==> config.mk <==
export PLATFORM = sky130hd
export DESIGN_NAME = mux_rr_feeder_4_flat
export DESIGN_NICKNAME = d
export VERILOG_FILES = /design/src/rtl/mux_rr_feeder_4_if.sv /design/src/rtl/mux_rr_feeder_4.sv /design/src/flat_wrapper.sv
export SDC_FILE = /design/constraint.sdc
export NUM_CORES = 2
export LEC_CHECK = 0
export BUFFER_PORTS_ARGS = -buffer_cell sky130_fd_sc_hd__buf_2
export CORE_AREA = 2 2 308 310
export CTS_BUF_LIST = sky130_fd_sc_hd__clkbuf_16
export CTS_CLUSTER_DIAMETER = 30
export CTS_CLUSTER_SIZE = 20
export DETAILED_ROUTE_END_ITERATION = 10
export DIE_AREA = 0 0 310 312
export GPL_TIMING_DRIVEN = 0
export PLACE_DENSITY = 0.76
export SYNTH_ARGS = -nofsm -noshare
export SYNTH_HDL_FRONTEND = slang
export SYNTH_SLANG_ARGS = --single-unit
export TNS_END_PERCENT = 1
==> constraint.sdc <==
create_clock -name clk -period 4.9 [get_ports clk]
set_input_delay 0.49 -clock clk [delete_from_list [all_inputs] [get_ports clk]]
set_output_delay 0.49 -clock clk [all_outputs]
set_load 0.05 [all_outputs]
==> src/rtl/mux_rr_feeder_4_if.sv <==
// Bundle between the round-robin feeder and its neighbours: requester
// handshakes on one side, the registered mux bus on the other.
interface mux_rr_feeder_4_if #(
    parameter int DATA_WIDTH = 96,
    parameter int NUM_PORTS  = 4,
    parameter int SEL_WIDTH  = 2
);
    logic [NUM_PORTS-1:0]            in_valid;
    logic [NUM_PORTS*DATA_WIDTH-1:0] in_data;
    logic [NUM_PORTS-1:0]            in_ready;
    logic                            stall;
    logic [NUM_PORTS*DATA_WIDTH-1:0] mux_in;
    logic [NUM_PORTS-1:0]            mux_in_valid;
    logic [SEL_WIDTH-1:0]            mux_sel;
    logic                            busy;

    modport master (
        output in_valid, in_data, stall,
        input  in_ready, mux_in, mux_in_valid, mux_sel, busy
    );

    modport slave (
        input  in_valid, in_data, stall,
        output in_ready, mux_in, mux_in_valid, mux_sel, busy
    );
endinterface

==> src/rtl/mux_rr_feeder_4.sv <==
// Round-robin feeder for the 4:1 mux stage: per-port 2-entry FIFOs, one grant
// per cycle, data slot launched one cycle ahead of its matching sel/valid.
module mux_rr_feeder_4 #(
    parameter int DATA_WIDTH = 96,
    parameter int NUM_PORTS  = 4,
    parameter int SEL_WIDTH  = 2,
    parameter int FIFO_DEPTH = 2
) (
    input  logic             clk,
    input  logic             rst,
    mux_rr_feeder_4_if.slave bus
);
    localparam int CNT_WIDTH = $clog2(FIFO_DEPTH + 1);
    localparam int PTR_WIDTH = $clog2(FIFO_DEPTH);
    localparam logic [CNT_WIDTH-1:0] CNT_FULL = CNT_WIDTH'(FIFO_DEPTH);
    localparam logic [SEL_WIDTH-1:0] LAST_PORT = SEL_WIDTH'(NUM_PORTS - 1);

    logic [DATA_WIDTH-1:0]           mem_q    [NUM_PORTS][FIFO_DEPTH];
    logic [PTR_WIDTH-1:0]            wr_ptr_q [NUM_PORTS];
    logic [PTR_WIDTH-1:0]            wr_ptr_d [NUM_PORTS];
    logic [PTR_WIDTH-1:0]            rd_ptr_q [NUM_PORTS];
    logic [PTR_WIDTH-1:0]            rd_ptr_d [NUM_PORTS];
    logic [CNT_WIDTH-1:0]            count_q  [NUM_PORTS];
    logic [CNT_WIDTH-1:0]            count_d  [NUM_PORTS];
    logic [NUM_PORTS-1:0]            push_s;
    logic [NUM_PORTS-1:0]            pop_s;
    logic [NUM_PORTS-1:0]            nonempty_s;
    logic [NUM_PORTS-1:0]            nonempty_d_s;
    logic [SEL_WIDTH-1:0]            last_grant_q, last_grant_d;
    logic [SEL_WIDTH-1:0]            cand_s;
    logic                            gnt_vld_s, gnt_vld_q;
    logic [SEL_WIDTH-1:0]            gnt_idx_s, gnt_idx_q;
    logic [DATA_WIDTH-1:0]           head_s;
    logic [NUM_PORTS*DATA_WIDTH-1:0] mux_in_q, mux_in_d;
    logic [NUM_PORTS-1:0]            mux_in_valid_q, mux_in_valid_d;
    logic [SEL_WIDTH-1:0]            mux_sel_q, mux_sel_d;
    logic [NUM_PORTS-1:0]            in_ready_q, in_ready_d;
    logic                            busy_q, busy_d;

    function automatic logic [NUM_PORTS-1:0] onehot_f(input logic [SEL_WIDTH-1:0] idx);
        logic [NUM_PORTS-1:0] v;
        v      = {NUM_PORTS{1'b0}};
        v[idx] = 1'b1;
        return v;
    endfunction

    // Occupancy flags from registered counts; pushes this edge are not yet visible.
    always_comb begin
        nonempty_s = {NUM_PORTS{1'b0}};
        for (int i = 0; i < NUM_PORTS; i++) begin
            nonempty_s[i] = (count_q[i] != {CNT_WIDTH{1'b0}});
        end
    end

    // Round-robin search: lowest offset after last_grant wins, so scan offsets downward.
    always_comb begin
        gnt_vld_s = 1'b0;
        gnt_idx_s = last_grant_q;
        cand_s    = last_grant_q;
        if (!bus.stall) begin
            for (int k = NUM_PORTS; k >= 1; k--) begin
                cand_s    = last_grant_q + SEL_WIDTH'(k);
                gnt_idx_s = nonempty_s[cand_s] ? cand_s : gnt_idx_s;
                gnt_vld_s = gnt_vld_s | nonempty_s[cand_s];
            end
        end else begin
            gnt_vld_s = 1'b0;
            gnt_idx_s = last_grant_q;
        end
    end

    // FIFO pointers and counts: push on handshake, pop on grant.
    always_comb begin
        push_s       = {NUM_PORTS{1'b0}};
        pop_s        = {NUM_PORTS{1'b0}};
        nonempty_d_s = {NUM_PORTS{1'b0}};
        in_ready_d   = {NUM_PORTS{1'b0}};
        for (int i = 0; i < NUM_PORTS; i++) begin
            push_s[i]       = bus.in_valid[i] & in_ready_q[i];
            pop_s[i]        = gnt_vld_s & (gnt_idx_s == SEL_WIDTH'(i));
            count_d[i]      = count_q[i] + CNT_WIDTH'(push_s[i]) - CNT_WIDTH'(pop_s[i]);
            wr_ptr_d[i]     = push_s[i] ? (wr_ptr_q[i] + PTR_WIDTH'(1)) : wr_ptr_q[i];
            rd_ptr_d[i]     = pop_s[i]  ? (rd_ptr_q[i] + PTR_WIDTH'(1)) : rd_ptr_q[i];
            nonempty_d_s[i] = (count_d[i] != {CNT_WIDTH{1'b0}});
            in_ready_d[i]   = (count_d[i] < CNT_FULL);
        end
        busy_d = (|nonempty_d_s) | gnt_vld_s;
    end

    // Data slot loads at the grant edge; sel/valid follow one edge later from the grant register.
    always_comb begin
        head_s   = mem_q[gnt_idx_s][rd_ptr_q[gnt_idx_s]];
        mux_in_d = mux_in_q;
        for (int i = 0; i < NUM_PORTS; i++) begin
            mux_in_d[i*DATA_WIDTH +: DATA_WIDTH] =
                pop_s[i] ? head_s : mux_in_q[i*DATA_WIDTH +: DATA_WIDTH];
        end
        mux_in_valid_d = gnt_vld_q ? onehot_f(gnt_idx_q) : {NUM_PORTS{1'b0}};
        mux_sel_d      = gnt_vld_q ? gnt_idx_q : mux_sel_q;
        last_grant_d   = gnt_vld_s ? gnt_idx_s : last_grant_q;
    end

    // Control, arbitration and output registers.
    always_ff @(posedge clk) begin
        if (rst) begin
            for (int i = 0; i < NUM_PORTS; i++) begin
                count_q[i]  <= {CNT_WIDTH{1'b0}};
                wr_ptr_q[i] <= {PTR_WIDTH{1'b0}};
                rd_ptr_q[i] <= {PTR_WIDTH{1'b0}};
            end
            last_grant_q   <= LAST_PORT;
            gnt_vld_q      <= 1'b0;
            gnt_idx_q      <= {SEL_WIDTH{1'b0}};
            mux_in_q       <= {(NUM_PORTS*DATA_WIDTH){1'b0}};
            mux_in_valid_q <= {NUM_PORTS{1'b0}};
            mux_sel_q      <= {SEL_WIDTH{1'b0}};
            in_ready_q     <= {NUM_PORTS{1'b1}};
            busy_q         <= 1'b0;
        end else begin
            for (int i = 0; i < NUM_PORTS; i++) begin
                count_q[i]  <= count_d[i];
                wr_ptr_q[i] <= wr_ptr_d[i];
                rd_ptr_q[i] <= rd_ptr_d[i];
            end
            last_grant_q   <= last_grant_d;
            gnt_vld_q      <= gnt_vld_s;
            gnt_idx_q      <= gnt_idx_s;
            mux_in_q       <= mux_in_d;
            mux_in_valid_q <= mux_in_valid_d;
            mux_sel_q      <= mux_sel_d;
            in_ready_q     <= in_ready_d;
            busy_q         <= busy_d;
        end
    end

    // Payload storage; left unreset because the counts decide what is visible.
    always_ff @(posedge clk) begin
        for (int i = 0; i < NUM_PORTS; i++) begin
            if (push_s[i]) begin
                mem_q[i][wr_ptr_q[i]] <= bus.in_data[i*DATA_WIDTH +: DATA_WIDTH];
            end
        end
    end

    assign bus.in_ready     = in_ready_q;
    assign bus.mux_in       = mux_in_q;
    assign bus.mux_in_valid = mux_in_valid_q;
    assign bus.mux_sel      = mux_sel_q;
    assign bus.busy         = busy_q;

endmodule

==> src/flat_wrapper.sv <==
// flat-port wrapper written by rule: the top's interface ports become plain ports
module mux_rr_feeder_4_flat 
#(
    parameter int DATA_WIDTH = 96,
    parameter int NUM_PORTS  = 4,
    parameter int SEL_WIDTH  = 2,
    parameter int FIFO_DEPTH = 2
)
  (clk, rst, bus_in_valid, bus_in_data, bus_stall, bus_in_ready, bus_mux_in, bus_mux_in_valid, bus_mux_sel, bus_busy);
  mux_rr_feeder_4_if #(.DATA_WIDTH(DATA_WIDTH), .NUM_PORTS(NUM_PORTS), .SEL_WIDTH(SEL_WIDTH)) bus_i ();
  input  logic clk;
  input  logic rst;
  input wire logic [$bits(bus_i.in_valid)-1:0] bus_in_valid;
  input wire logic [$bits(bus_i.in_data)-1:0] bus_in_data;
  input wire logic [$bits(bus_i.stall)-1:0] bus_stall;
  output wire logic [$bits(bus_i.in_ready)-1:0] bus_in_ready;
  output wire logic [$bits(bus_i.mux_in)-1:0] bus_mux_in;
  output wire logic [$bits(bus_i.mux_in_valid)-1:0] bus_mux_in_valid;
  output wire logic [$bits(bus_i.mux_sel)-1:0] bus_mux_sel;
  output wire logic [$bits(bus_i.busy)-1:0] bus_busy;
  assign bus_i.in_valid = bus_in_valid;
  assign bus_i.in_data = bus_in_data;
  assign bus_i.stall = bus_stall;
  assign bus_in_ready = bus_i.in_ready;
  assign bus_mux_in = bus_i.mux_in;
  assign bus_mux_in_valid = bus_i.mux_in_valid;
  assign bus_mux_sel = bus_i.mux_sel;
  assign bus_busy = bus_i.busy;
  mux_rr_feeder_4 #(.DATA_WIDTH(DATA_WIDTH), .NUM_PORTS(NUM_PORTS), .SEL_WIDTH(SEL_WIDTH), .FIFO_DEPTH(FIFO_DEPTH)) u_core (.clk(clk), .rst(rst), .bus(bus_i));
endmodule
Word level (Yosys, flattened, before mapping)
Memories as Yosys holds them, arrays and structs flattened.
Index checks and enable logic that the tools add are counted.
{ "classes": {"n_lt_le_gt_ge": 19, "div": 0, "shifts": 0, "mux": 57, "n_mul": 0, "n_eq_ne": 3, "add_sub_neg": 19, "n_bitwise": 30, "reduce_logical": 16} }
{ "op_table": {"columns": ["op", "n"], "rows": [
  ["192-bit two-way mux", 4],
  ["96-bit two-way mux", 7],
  ["96-bit demux with 1-bit select", 4],
  ["1-bit two-way mux", 29],
  ["2-bit two-way mux", 8],
  ["1-bit bitwise OR", 16],
  ["2-bit nonzero test", 8],
  ["2-bit by 3-bit < comparator with 1-bit output (second input constant)", 5],
  ["2-bit >= comparator (second input constant)", 5],
  ["1-bit inverter with 2-bit output", 5],
  ["1-bit adder (second input constant)", 8],
  ["2-bit by 1-bit adder with 2-bit output", 4],
  ["1-bit bitwise AND", 8],
  ["1-bit binary-select mux with 2-bit select", 4],
  ["2-bit by 1-bit < comparator with 1-bit output (second input constant)", 4],
  ["2-bit < comparator (second input constant)", 4],
  ["2-bit by 1-bit subtractor with 2-bit output", 4],
  ["1-bit logical AND", 5],
  ["2-bit adder (second input constant)", 2],
  ["2-bit equality test (second input constant)", 2],
  ["4-bit OR reduction", 1],
  ["2-bit by 1-bit adder with 2-bit output (second input constant)", 1],
  ["1-bit demux with 2-bit select", 1],
  ["2-bit by 1-bit equality test with 1-bit output (second input constant)", 1],
  ["other kinds (4)", 4]
]} }
{ "totals": {"romBits": 0, "ff_bits": 400, "ramBits": 784, "latch_bits": 0, "mem_count": 4, "wordCells": 159, "output_inout_bits": 395} }
{ "mem_list": {"columns": ["memory", "depth", "width", "read_ports", "rd_clocked_by_memory_dff", "wr", "line", "rtl"], "rows": [
  ["u_core.mem_q", 4, 192, 1, 0, 4, "mux_rr_feeder_4.sv:18", "logic [DATA_WIDTH-1:0] mem_q [NUM_PORTS][FIFO_DEPTH];"],
  ["u_core.count_q", 4, 2, 4, 0, 4, "mux_rr_feeder_4.sv:23", "logic [CNT_WIDTH-1:0] count_q [NUM_PORTS];"],
  ["u_core.rd_ptr_q", 4, 1, 5, 0, 4, "mux_rr_feeder_4.sv:21", "logic [PTR_WIDTH-1:0] rd_ptr_q [NUM_PORTS];"],
  ["u_core.wr_ptr_q", 4, 1, 4, 0, 4, "mux_rr_feeder_4.sv:19", "logic [PTR_WIDTH-1:0] wr_ptr_q [NUM_PORTS];"]
]} }

Longest topological paths before layout
{ "depth": {"word_depth": 13, "depth_mapped": 14, "depth_no_buf": 13} }

Worst setup path before layout
Ideal clock, no wire load.
{ "synth_path": {"path_kind": "reg2reg", "from": "register u_core.in_ready_q[0], in the netlist u_core.bus.in_ready[0]", "to": "memory u_core.mem_q[0][100] (netlist bit) (enable)", "period_less_slack_ps": 5392, "slack_ps": -492, "setup_time_ps": 552, "t_arrival_ps": 4840, "path_buffers": 0, "stages_incl_launch_ff": 3, "required_ps": 4348, "cell_sequence": "dfxtp_1 nand2_1 nor2_1"} }
{ "synth_rtl": {"columns": ["item", "line", "rtl"], "rows": [
  ["from (decl)", "mux_rr_feeder_4.sv:37", "logic [NUM_PORTS-1:0] in_ready_q, in_ready_d;"],
  ["from (signal assigned)", "mux_rr_feeder_4.sv:117", "in_ready_q <= {NUM_PORTS{1'b1}};"],
  ["from (signal assigned)", "mux_rr_feeder_4.sv:131", "in_ready_q <= in_ready_d;"],
  ["to (decl)", "mux_rr_feeder_4.sv:18", null]
]} }

Final worst setup path
{ "layout_path": {"from": "register u_core.last_grant_q[0]", "to": "register u_core.mux_in_q[374], in the netlist u_core.bus.mux_in[374]"} }
{ "layout_between": {"elab_chain_len": 12} }
{ "layout_lines": {"columns": ["item", "line", "rtl"], "rows": [
  ["from (decl)", "mux_rr_feeder_4.sv:29", "logic [SEL_WIDTH-1:0] last_grant_q, last_grant_d;"],
  ["from (signal assigned)", "mux_rr_feeder_4.sv:125", "last_grant_q <= last_grant_d;"],
  ["2-bit adder", "mux_rr_feeder_4.sv:62", "cand_s = last_grant_q + SEL_WIDTH'(k);"],
  ["1-bit binary-select mux with 2-bit select", "mux_rr_feeder_4.sv:63, mux_rr_feeder_4.sv:64", null],
  ["1-bit two-way mux (implied by the code)", "mux_rr_feeder_4.sv:63, mux_rr_feeder_4.sv:64", null],
  ["2-bit two-way mux (3 in a row)", "mux_rr_feeder_4.sv:63", "gnt_idx_s = nonempty_s[cand_s] ? cand_s : gnt_idx_s;"],
  ["2-bit two-way mux", "mux_rr_feeder_4.sv:60", "if (!bus.stall) begin"],
  ["memory read 4 x 1 bit", null, null],
  ["1-bit inverter with 2-bit output (implied by the code)", "mux_rr_feeder_4.sv:92", "head_s = mem_q[gnt_idx_s][rd_ptr_q[gnt_idx_s]];"],
  ["96-bit two-way mux (implied by the code) (3 in a row)", "mux_rr_feeder_4.sv:92", null],
  ["to (signal assigned)", "mux_rr_feeder_4.sv:114", "mux_in_q <= {(NUM_PORTS*DATA_WIDTH){1'b0}};"],
  ["to (signal assigned)", "mux_rr_feeder_4.sv:128", "mux_in_q <= mux_in_d;"],
  ["to (decl)", "mux_rr_feeder_4.sv:34", "logic [NUM_PORTS*DATA_WIDTH-1:0] mux_in_q, mux_in_d;"]
]} }
Parallel ways exist; a longest one is shown, timed or not. The select of a mux whose other input is x is not followed.
A chain may end at the register's enable or synchronous reset.

==> results by group <==
Status
  – Outcome: completed

CTS
  – Clk Latency, worst-skew pair: about 800 ps
  – CTS tree: yes
  – CTS buffer count: 196
  – Clock buffer depth: 3
  – H-tree levels: 4
  – Clock Pin Slew Worst Setup and Hold Paths: roughly 60 ps
  – CTS root buffer: clkbuf_16
  – Clk sink count: 1184
  – Setup Buffers After CTS: 0
  – Post-cts resize count: 0

Final layout
  – Multi-input logic area: 0.00827 mm2
  – Fillcell total: 6364
  – Register area: about 0.031 mm2
  – Fraction of layout cells with a size suffix above 1: 0.329
  – Layout net count: just over 4000
  – P&R area growth vs syn: 41.1%
  – Layout Cell Area excl Fill: 0.0570 mm2

Logic synthesis
  – Synth Net Count: about 2600
  – Post-Syn Area per Cell: ~18 um2
  – Area contributors post-synth: edfxtp_1, dfxtp_1, mux2i_1, o2bb2ai_1, buf_2
  – Top FF cell, synth: edfxtp_1
  – FF+latch count, synth: around 1200
  – Post-synth top cells: edfxtp_1, dfxtp_1, mux2i_1, o2bb2ai_1, buf_2
  – Seq/Total Area, Yosys: 0.777
  – Synthesized area: ~0.040 mm2
  – Post-synth top area cell: edfxtp_1
  – Post-synth ARST share: 0
  – Count leader, synth: edfxtp_1
  – Yosys top cell area share: 0.570
  – Post-synth EDFFs: about 770
  – Synth unique cells: just under 50
  – Cells after Synth: ~2200
  – Synth warnings: 0

Worst setup path
  – WP buf/inv: 3
  – Crit-path cells: buf_2, nor2b_1, a32oi_1, nand3_2, nor2_4, mux2i_1, buf_2, buf_2, o2bb2ai_1
  – Worst setup startpoint: u_core.last_grant_q[0]
  – Crit-path max FO: 10
  – Cells on worst reg2reg path: 9
  – CP Data Arrival Time: ~4100 ps
  – Crit path required time: roughly 5500 ps
  – Worst r2r src: u_core.last_grant_q[0]
  – Kind of critical path: reg -> reg
  – Worst path depth: 9
  – Crit end category: flip-flop
  – CP startpoint kind: flip-flop
  – Delay-heaviest family, CP: buffers and inverters
  – Worst path slowest cell: mux2i_1
  – Most common cell on crit path: buf_2
  – Largest stage delay, worst path: 990 ps

Power
  – Peak supply drop: between 0.5 and 0.6 mV
  – Flop pwr share: 0.360
  – Net Sw Power: 13.1 mW
  – Clock group share of total power: 0.370
  – Sw Ratio: 0.349
  – Pwr Total: ~38 mW
  – P_int: around 24 mW
  – P per Cell Area: 658 mW/mm2
  – Leak: 24.4 nW
  – Comb pwr share: 0.271

Die
  – Chip Height: 312 um
  – Die span in x: approximately 310 um
  – Initial Utilization: 0.434
  – Die area: approximately 0.097 mm2
  – Core area: between 0.09 and 0.1 mm2
  – Cell Rows: roughly 110
  – IO Pins: ~800

Global routing
  – Pin count of the biggest net entering global routing: 65
  – Total gr overflow: 0
  – GRT Resource Usage Total: 0.239
  – Vias in the first global route: 28600
  – Initial antenna violation count: 21
  – First-pass GRT wire length: ~170 mm

Hold path
  – Hold Crit Depth: 4
  – Hold Crit Class: in -> reg
  – HP Start: bus_in_valid[3]

Place
  – Port-buffer cells: around 780
  – Placed cell area: 0.0464 mm2
  – Post-DP HPWL: between 70 and 80 mm
  – Placer Congestion: approximately 0.83

Timing
  – Slew Viols, Final: 0
  – Fin crit period: about 3500 ps
  – Worst-margin pin slew: between 1000 and 1500 ps
  – Final setup TNS: 0 ps
  – Worst Skew: between 40 and 50 ps
  – Slew margin rel.: 0.0876
  – Setup violators final: 0
  – Max Fclk: a little under 300 MHz
  – Final period utilization: 0.707
  – RSZ-0062 raised after global routing: false
  – Hold Vio Cnt, Final: 0

Routing
  – Detailed-route via count: around 26000
  – DRC violations left: 0
  – DRT antenna net count: 0
  – TritonRoute pass-1 iters: 5
  – Drt initial violations: between 2000 and 2500
  – Vias/cell: ~5.2
  – Final wirelength: between 100 and 150 mm
  – Wire per inst: 23.5 um

Flow run
  – # Max-Cap Violations: 0
cell type report:
class | count | share of cell area
Antenna cell | 16 | 0.000702
Buffer | 128 | 0.0130
Clock buffer | 199 | 0.0873
Clock inverter | 171 | 0.0313
Inverter | 20 | 0.00132
Multi-Input combinational cell | 908 | 0.145
Sequential cell | 1184 | 0.550
Tap cell | 1254 | 0.0275
Timing Repair Buffer | 1185 | 0.143
cell families after synthesis:
| logic type | share of synthesized area |
|---|---|
| DFF | 0.777 |
| AOI/OAI and AO/OA | 0.0884 |
| muxes | 0.0970 |
| buffers and inverters | 0.0202 |
| and+or+nand+nor | 0.0126 |
| xor gates and xnor gates | 0.00282 |
| adders and majority gates | 0.00248 |
metal layers:
layer	GRT usage	share of wire
met5	0	0.00083
met4	0.136	0.053
met3	0.0766	0.085
met2	0.419	0.51
met1	0.252	0.35
sequential cells by signal (all words and copies together), names as in the netlist:
name	count
u_core.bus.busy	1
u_core.bus.in_ready	4
u_core.bus.mux_in	384
u_core.bus.mux_in_valid	4
u_core.bus.mux_sel	2
u_core.count_q	8
u_core.gnt_idx_q	2
u_core.gnt_vld_q	1
u_core.last_grant_q	2
u_core.mem_q	768
u_core.rd_ptr_q	4
u_core.wr_ptr_q	4
worst paths after layout:
kind                                 end  slack, ps
setup / recovery  u_core.bus.mux_in[374]       1440
hold / removal        u_core.wr_ptr_q[3]        200
setup reg to reg  u_core.bus.mux_in[374]       1440
hold reg to reg   u_core.bus.mux_in[177]        450
worst min-delay path, cell delays in order:
cell and delay [ps]:
buf_2 110, nand2_1 150, xor2_1 90, nor2_1 70
power by group through the flow:
stage,logic (mW),clock network [mW],registers [mW]
2_1_floorplan,4.03,0,16.4
3_3_place_gp,9.34,0,13.7
6_report,10.2,13.9,13.5
5_1_grt,10.7,14.5,13.6
4_1_cts,10.0,13.9,13.4
3_5_place_dp,9.71,0,13.5
cells in the final DEF (no fill, tap or decap), types with 4 or more instances in the layout:
master and count:
a21oi_1 7, and3_4 4, buf_12 11, buf_16 7
buf_2 839, buf_4 11, buf_6 20, bufinv_16 23
clkbuf_1 40, clkbuf_16 199, clkinv_1 30, clkinv_16 4
clkinv_2 19, clkinv_4 19, clkinv_8 4, clkinvlp_4 25
dfxtp_1 416, diode_2 16, dlygate4sd3_1 384, edfxtp_1 768
ha_1 8, inv_1 34, inv_6 31, mux2i_1 389
nand2_1 5, nand2b_1 9, nor2_1 19, nor2_4 5
nor2b_1 5, nor3_1 8, nor3_2 5, o21ai_0 8
o2bb2ai_1 384, or2_2 6, xnor2_1 5, xor2_1 8
through the flow:
step	worst slack [ps]	hold WS, ps	util	std cells
2_1_floorplan	-492	446	-	2240
3_3_place_gp	-3130	439	0.493	4277
3_5_place_dp	1520	441	0.498	4295
4_1_cts	1360	116	0.612	5049
5_1_grt	1320	189	0.613	5064
6_report	1440	197	0.613	5065
what timing repair did:
action / 4_1_cts / 5_1_grt
hold buffers: 384 / 0
endpoints found under the setup margin: 0 / 0
endpoints found under the hold margin: 768 / 0
No activity file was read; power rests on OpenSTA's default activity.
